File: src/rtl/mem_port_arbiter.sv
// Two-requester round-robin arbiter for a shared single-port RAM, 2-stage pipeline.
// Optional burst lock: define MEM_ARB_BURST_LOCK_EN.
module mem_port_arbiter #(
  parameter int async_reset = 0,
  parameter int abits = 18,
  parameter int dbits = 64
) (
  input  logic               i_clk,
  input  logic               i_nrst,
  input  logic               i_m0_valid,
  input  logic [abits-1:0]   i_m0_addr,
  input  logic               i_m0_write,
  input  logic [dbits-1:0]   i_m0_wdata,
  input  logic [dbits/8-1:0] i_m0_wstrb,
  input  logic               i_m0_last,
  output logic               o_m0_ready,
  output logic               o_m0_resp_valid,
  output logic [dbits-1:0]   o_m0_rdata,
  input  logic               i_m1_valid,
  input  logic [abits-1:0]   i_m1_addr,
  input  logic               i_m1_write,
  input  logic [dbits-1:0]   i_m1_wdata,
  input  logic [dbits/8-1:0] i_m1_wstrb,
  input  logic               i_m1_last,
  output logic               o_m1_ready,
  output logic               o_m1_resp_valid,
  output logic [dbits-1:0]   o_m1_rdata,
  output logic [abits-1:0]   o_mem_addr,
  output logic               o_mem_we,
  output logic [dbits/8-1:0] o_mem_wstrb,
  output logic [dbits-1:0]   o_mem_wdata,
  input  logic [dbits-1:0]   i_mem_rdata
);

  logic               rr_last;
  logic               g0;
  logic               g1;
  logic               acc;
  logic               acc_id;
  logic [abits-1:0]   sel_addr;
  logic               sel_write;
  logic [dbits-1:0]   sel_wdata;
  logic [dbits/8-1:0] sel_wstrb;
  logic               s1_valid;
  logic               s1_owner;
  logic               s2_valid;
  logic               s2_owner;
  logic               unused_cfg;

  // Reset is asynchronous whatever async_reset says.
  assign unused_cfg = ^{i_m0_last, i_m1_last, 1'(async_reset)};

`ifdef MEM_ARB_BURST_LOCK_EN
  logic       lock_act;
  logic       lock_own;
  logic [3:0] idle_cnt;
  logic       acc_last;
  logic       own_valid;

  assign acc_last  = acc_id ? i_m1_last : i_m0_last;
  assign own_valid = lock_own ? i_m1_valid : i_m0_valid;
`endif

  // rr_last holds the last accepted requester; 1 means m0 preferred.
  always_comb begin
    g0 = 1'b0;
    g1 = 1'b0;
    if (i_m0_valid && i_m1_valid) begin
      g0 = rr_last;
      g1 = ~rr_last;
    end else begin
      g0 = i_m0_valid;
      g1 = i_m1_valid;
    end
`ifdef MEM_ARB_BURST_LOCK_EN
    if (lock_act) begin
      g0 = ~lock_own & i_m0_valid;
      g1 = lock_own & i_m1_valid;
    end
`endif
  end

  assign acc    = g0 | g1;
  assign acc_id = g1;

  assign sel_addr  = acc_id ? i_m1_addr  : i_m0_addr;
  assign sel_write = acc_id ? i_m1_write : i_m0_write;
  assign sel_wdata = acc_id ? i_m1_wdata : i_m0_wdata;
  assign sel_wstrb = acc_id ? i_m1_wstrb : i_m0_wstrb;

  always_ff @(posedge i_clk or negedge i_nrst) begin
    if (!i_nrst) begin
      rr_last <= 1'b1;
    end else if (acc) begin
      rr_last <= acc_id;
    end
  end

  always_ff @(posedge i_clk or negedge i_nrst) begin
    if (!i_nrst) begin
      s1_valid    <= 1'b0;
      s1_owner    <= 1'b0;
      o_mem_addr  <= '0;
      o_mem_we    <= 1'b0;
      o_mem_wstrb <= '0;
      o_mem_wdata <= '0;
    end else begin
      s1_valid    <= acc;
      s1_owner    <= acc_id;
      o_mem_we    <= acc & sel_write;
      o_mem_wstrb <= (acc && sel_write) ? sel_wstrb : '0;
      if (acc) begin
        o_mem_addr <= sel_addr;
      end
      if (acc && sel_write) begin
        o_mem_wdata <= sel_wdata;
      end
    end
  end

  always_ff @(posedge i_clk or negedge i_nrst) begin
    if (!i_nrst) begin
      s2_valid <= 1'b0;
      s2_owner <= 1'b0;
    end else begin
      s2_valid <= s1_valid;
      s2_owner <= s1_owner;
    end
  end

`ifdef MEM_ARB_BURST_LOCK_EN
  // Lock drops on the owner's last beat or after 15 idle owner cycles.
  always_ff @(posedge i_clk or negedge i_nrst) begin
    if (!i_nrst) begin
      lock_act <= 1'b0;
      lock_own <= 1'b0;
      idle_cnt <= 4'd0;
    end else if (acc) begin
      lock_act <= ~acc_last;
      lock_own <= acc_id;
      idle_cnt <= 4'd0;
    end else if (lock_act && !own_valid) begin
      if (idle_cnt == 4'd14) begin
        lock_act <= 1'b0;
        idle_cnt <= 4'd0;
      end else begin
        idle_cnt <= idle_cnt + 4'd1;
      end
    end
  end
`endif

  assign o_m0_ready      = g0;
  assign o_m1_ready      = g1;
  assign o_m0_resp_valid = s2_valid & ~s2_owner;
  assign o_m1_resp_valid = s2_valid & s2_owner;
  assign o_m0_rdata      = i_mem_rdata;
  assign o_m1_rdata      = i_mem_rdata;

endmodule

File: config.mk
export PLATFORM = sky130hd
export DESIGN_NAME = mem_port_arbiter
export DESIGN_NICKNAME = d
export VERILOG_FILES = /design/src/rtl/mem_port_arbiter.sv
export SDC_FILE = /design/constraint.sdc
export NUM_CORES = 1
export LEC_CHECK = 0
export CORE_AREA = 2 2 187 189
export CTS_CLUSTER_SIZE = 40
export DETAILED_ROUTE_END_ITERATION = 16
export DIE_AREA = 0 0 189 191
export SLEW_MARGIN = 40
export SYNTH_ARGS = -nofsm -noshare
export SYNTH_HDL_FRONTEND = slang
export SYNTH_SLANG_ARGS = --single-unit
export TNS_END_PERCENT = 10
File: constraint.sdc
create_clock -name i_clk -period 2.1 [get_ports i_clk]
set_input_delay 0.315 -clock i_clk [delete_from_list [all_inputs] [get_ports i_clk]]
set_output_delay 0.315 -clock i_clk [all_outputs]
set_load 0.01 [all_outputs]
After elaboration in Yosys (flattened, before gate mapping). Cells that the tools add are included.

Flip-flop bits (word level): 96. Input bits: 252. Output and inout bits: 223.

Muxes and demuxes: 7. Bitwise operators: 6. Reduce and logical (&&, ||, !) cells: 2.

Operators by type and width (count): $mux W64 (1); $mux W18 (1); $mux W8 (2); $and A1 B1 Y1 (3); $mux W1 (3); $logic_and A1 B1 Y1 (2); $not A1 Y1 (2); $or A1 B1 Y1 (1).

Depth between registers and ports, before layout.
Depth in word-level cells: 5. Mapped depth: 9.

Least setup slack after synthesis. OpenSTA, ideal clock, no wires.

Path type: reg-to-reg. Start: register rr_last. End: register o_mem_wdata[10]. Library setup time: 128 ps. Arrival time: 1744 ps. Setup slack: 228 ps. Stages on the path, launching flop included: 6. Buffers on the path: 2. Clock period less this slack: 1872 ps. Cells stage by stage: dfstp_2 > a21bo_1 > buf_6 > clkbuf_1 > mux2_2 > mux2_1.

Word-level cells in the longest chain between the ends: 4.

RTL lines: start, declared (line 35) `logic rr_last;`; start signal, assigned (line 95) `rr_last <= acc_id;`; $not A1 Y1 (line 70) `g1 = ~rr_last;`; $mux W1 (line 68) `if (i_m0_valid && i_m1_valid) begin`; $or A1 B1 Y1 / $mux W1 (equally long branches) (line 83, 87); $logic_and A1 B1 Y1 (line 115) `if (acc && sel_write) begin`; end signal, assigned (line 116) `o_mem_wdata <= sel_wdata;`; end, declared (line 31) `output logic [dbits-1:0] o_mem_wdata,`.

Several ways; a longest one is shown, not always the timed one. A chain may end at the register's enable or synchronous reset.

Worst setup path in the final report.
Start: register rr_last. End: output o_m0_ready.

Word-level cells in the longest chain between the ends: 1.

RTL lines: $mux W1 (line 68); end, declared (line 16) `output logic o_m0_ready,`.

No other way between the ends.

==> run summary <==
antenna viol nets, final = 0
CP arrival = 1.58 ns
Port Buffers = 280
First-pass DRT Iterations = 4
GRT Overall Usage = 9.17%
WP data required = 1.78 ns
RSZ-0062 raised after global routing = no
Setup Viol. Count Final = 0
Worst setup SP type = flop
I/O pin count = 475
Hold WC Path Type = reg2reg
Post-synth EDFFs = 0
Max Root-Sink Buffers = 2
largest cells by area after synthesis = dfrtp_1 (41%), buf_4 (17%), mux2_2 (16%)
Core Area = 0.0341 mm^2
maximum number of pins on one net before global-route repair = 41
M1 WL = 6400 um
Die Wd = 189 um
drt total wl = 16,600 um
Critical Path End Type = output pin
nets@finish = 895
WL met3 = 1790 um
max-slew violations = 0
Post-synth top cells = buf_4 (129), dfrtp_1 (95), mux2_2 (82)
maxcap violations = 0
sequential area share after synthesis = 41.6%
fill count = 3,580
Ys Warns = 0
Synth area leader = dfrtp_1
routed len/inst = 15.0 um
CTS tree = yes
initial drt markers = 91
grt ovf = 0
Final Cell Area = 0.00857 mm^2
worst-path fanout max = 4
clock-pin transition on the worst setup and hold timing paths = 0.07 ns
setup_tns = 0 ns
first-pass GRT wire length = 24,700 um
Yosys reg bits = 96
CP Class = reg2out
final hold viol count = 0
post-synth top area share = 41.2%
Worst Setup SP = rr_last
asr flop ratio synth = 100%
clock skew = 0.00869 ns
Rows = 68
share of cells above drive strength 1 = 26.7%
Die Area = 0.0361 mm^2
metal2 WL = 7710 um
leakage = 3.45 nW
clk root buf = clkbuf_16
Slew HR = 73.1%
Die Ht = 191 um
Max Fclk = 529 MHz
Worst Tran Pin Value = 0.404 ns
number of global-route vias before repair = 4,303
clock buffer count from CTS = 9
H-tree levels = 3
ys flop type = dfrtp_1
Cell variety after synth = 22
status = finished clean
Area Growth Syn to Fin = 48.4%
Mean Syn Cell Area = 12.0 um^2
diode count = 0
Post-Syn Area = 0.00577 mm^2
Max VDD drop = 0.359 mV
initial antenna violation count = 0
area post-placement = 0.00826 mm^2
Sink Count = 96
Max Used Layer = met4
GPL Wtd Cong = 0.685
Pwr Density = 747 mW/mm^2
final period utilization = 90.1%
Hold WS = 0.348 ns
Post-Synthesis Net Count = 734
# DRC = 0
hpwl dp = 12,800 um
HP Start = s1_owner
initial core utilization = 16.9%
post-route minimum period = 1.89 ns
top-count cell post-synth = buf_4
post-CTS setup buffers = 0
Vias per Instance = 3.57
clock latency on the worst-skew pair = 0.36 ns
Reg2Reg Launch Point = rr_last
via count = 3,936
Syn Inst Count = 482
-- timing repair --
action,4_1_cts,5_1_grt
endpoints found under the setup margin,1,1
pin swaps,0,0
resized for setup,1,1
endpoints found under the hold margin,19,0
hold buffers,1,0
-- placed cells by master, fill, tap and decap left out, drive strengths merged, types with 2 or more instances in the layout --
cell | netlist | layout
a21oi | 8 | 8
and2 | 2 | 2
buf | 137 | 21
clkbuf | 14 | 10
clkdlybuf4s50 | 0 | 277
clkinv | 0 | 2
dfrtp | 95 | 95
inv | 2 | 3
mux2 | 146 | 146
nand2 | 17 | 17
nor2 | 36 | 36
o22ai | 18 | 18
-- per-stage QoR --
stage	setup WS, ns	power (mW)	utilization (%)	std cells
6_report	0.209	6.40	25.1	1102
5_1_grt	0.119	6.77	25.1	1102
4_1_cts	0.0244	6.56	25.1	1102
3_5_place_dp	-0.0885	4.76	24.2	1086
3_3_place_gp	-0.0530	4.74	24.2	1086
2_1_floorplan	0.228	3.65	-	482
-- flip-flops by register name (all words and copies together), names as in the netlist --
register     cells
o_mem_addr      18
s2_owner         1
o_mem_wstrb      8
o_mem_we         1
s1_valid         1
s1_owner         1
o_mem_wdata     64
rr_last          1
s2_valid         1
-- cell families after synthesis --
family,share of synthesized area [%]
mux,31.7
flops,41.6
simple gates,3.99
compound gates,3.42
buf+inv,19.3
-- worst max-delay path, stage by stage, from the launching register on --
cell,delay (ns)
dfstp_2,0.56
nand2b_1,0.19
and2_1,0.16
dlygate4sd2_1,0.31
-- routing by layer --
metal | vias up | global-route usage (%)
met1 | 1843 | 9.83
met2 | 218 | 14.9
met4 | 0 | 4.99
met5 | - | 0
met3 | 54 | 4.42
li1 | 1821 | -
-- where the power goes --
group / switching, mW / internal [mW]
sequential: 0.186 / 2.21
combinational: 0.793 / 1.50
clock: 0.765 / 0.950
-- path summary, 6_finish.rpt --
| check | slack (ns) | to | cells past startpoint |
|---|---|---|---|
| min reg2reg | 0.35 | s2_owner | 0 |
| min | 0.35 | s2_owner | 0 |
| max reg2reg | 0.30 | o_mem_wdata[2] | 6 |
| max in group asynchronous | 1.00 | rr_last | 3 |
| min in group asynchronous | 0.43 | o_mem_wdata[40] | 2 |
| max | 0.21 | o_m0_ready | 3 |
-- final cells by class --
| cell class | count | area (um^2) | area share, % |
|---|---|---|---|
| repair buffers | 301 | 3020 | 35.3 |
| multi-input cells | 233 | 2260 | 26.4 |
| clock buffers | 10 | 239 | 2.79 |
| inverters | 2 | 12.5 | 0.146 |
| well taps | 455 | 569 | 6.65 |
| flip-flops and latches | 96 | 2400 | 28.1 |
| clock inverters | 5 | 56.3 | 0.657 |
Power figures use the tool's default switching activity.
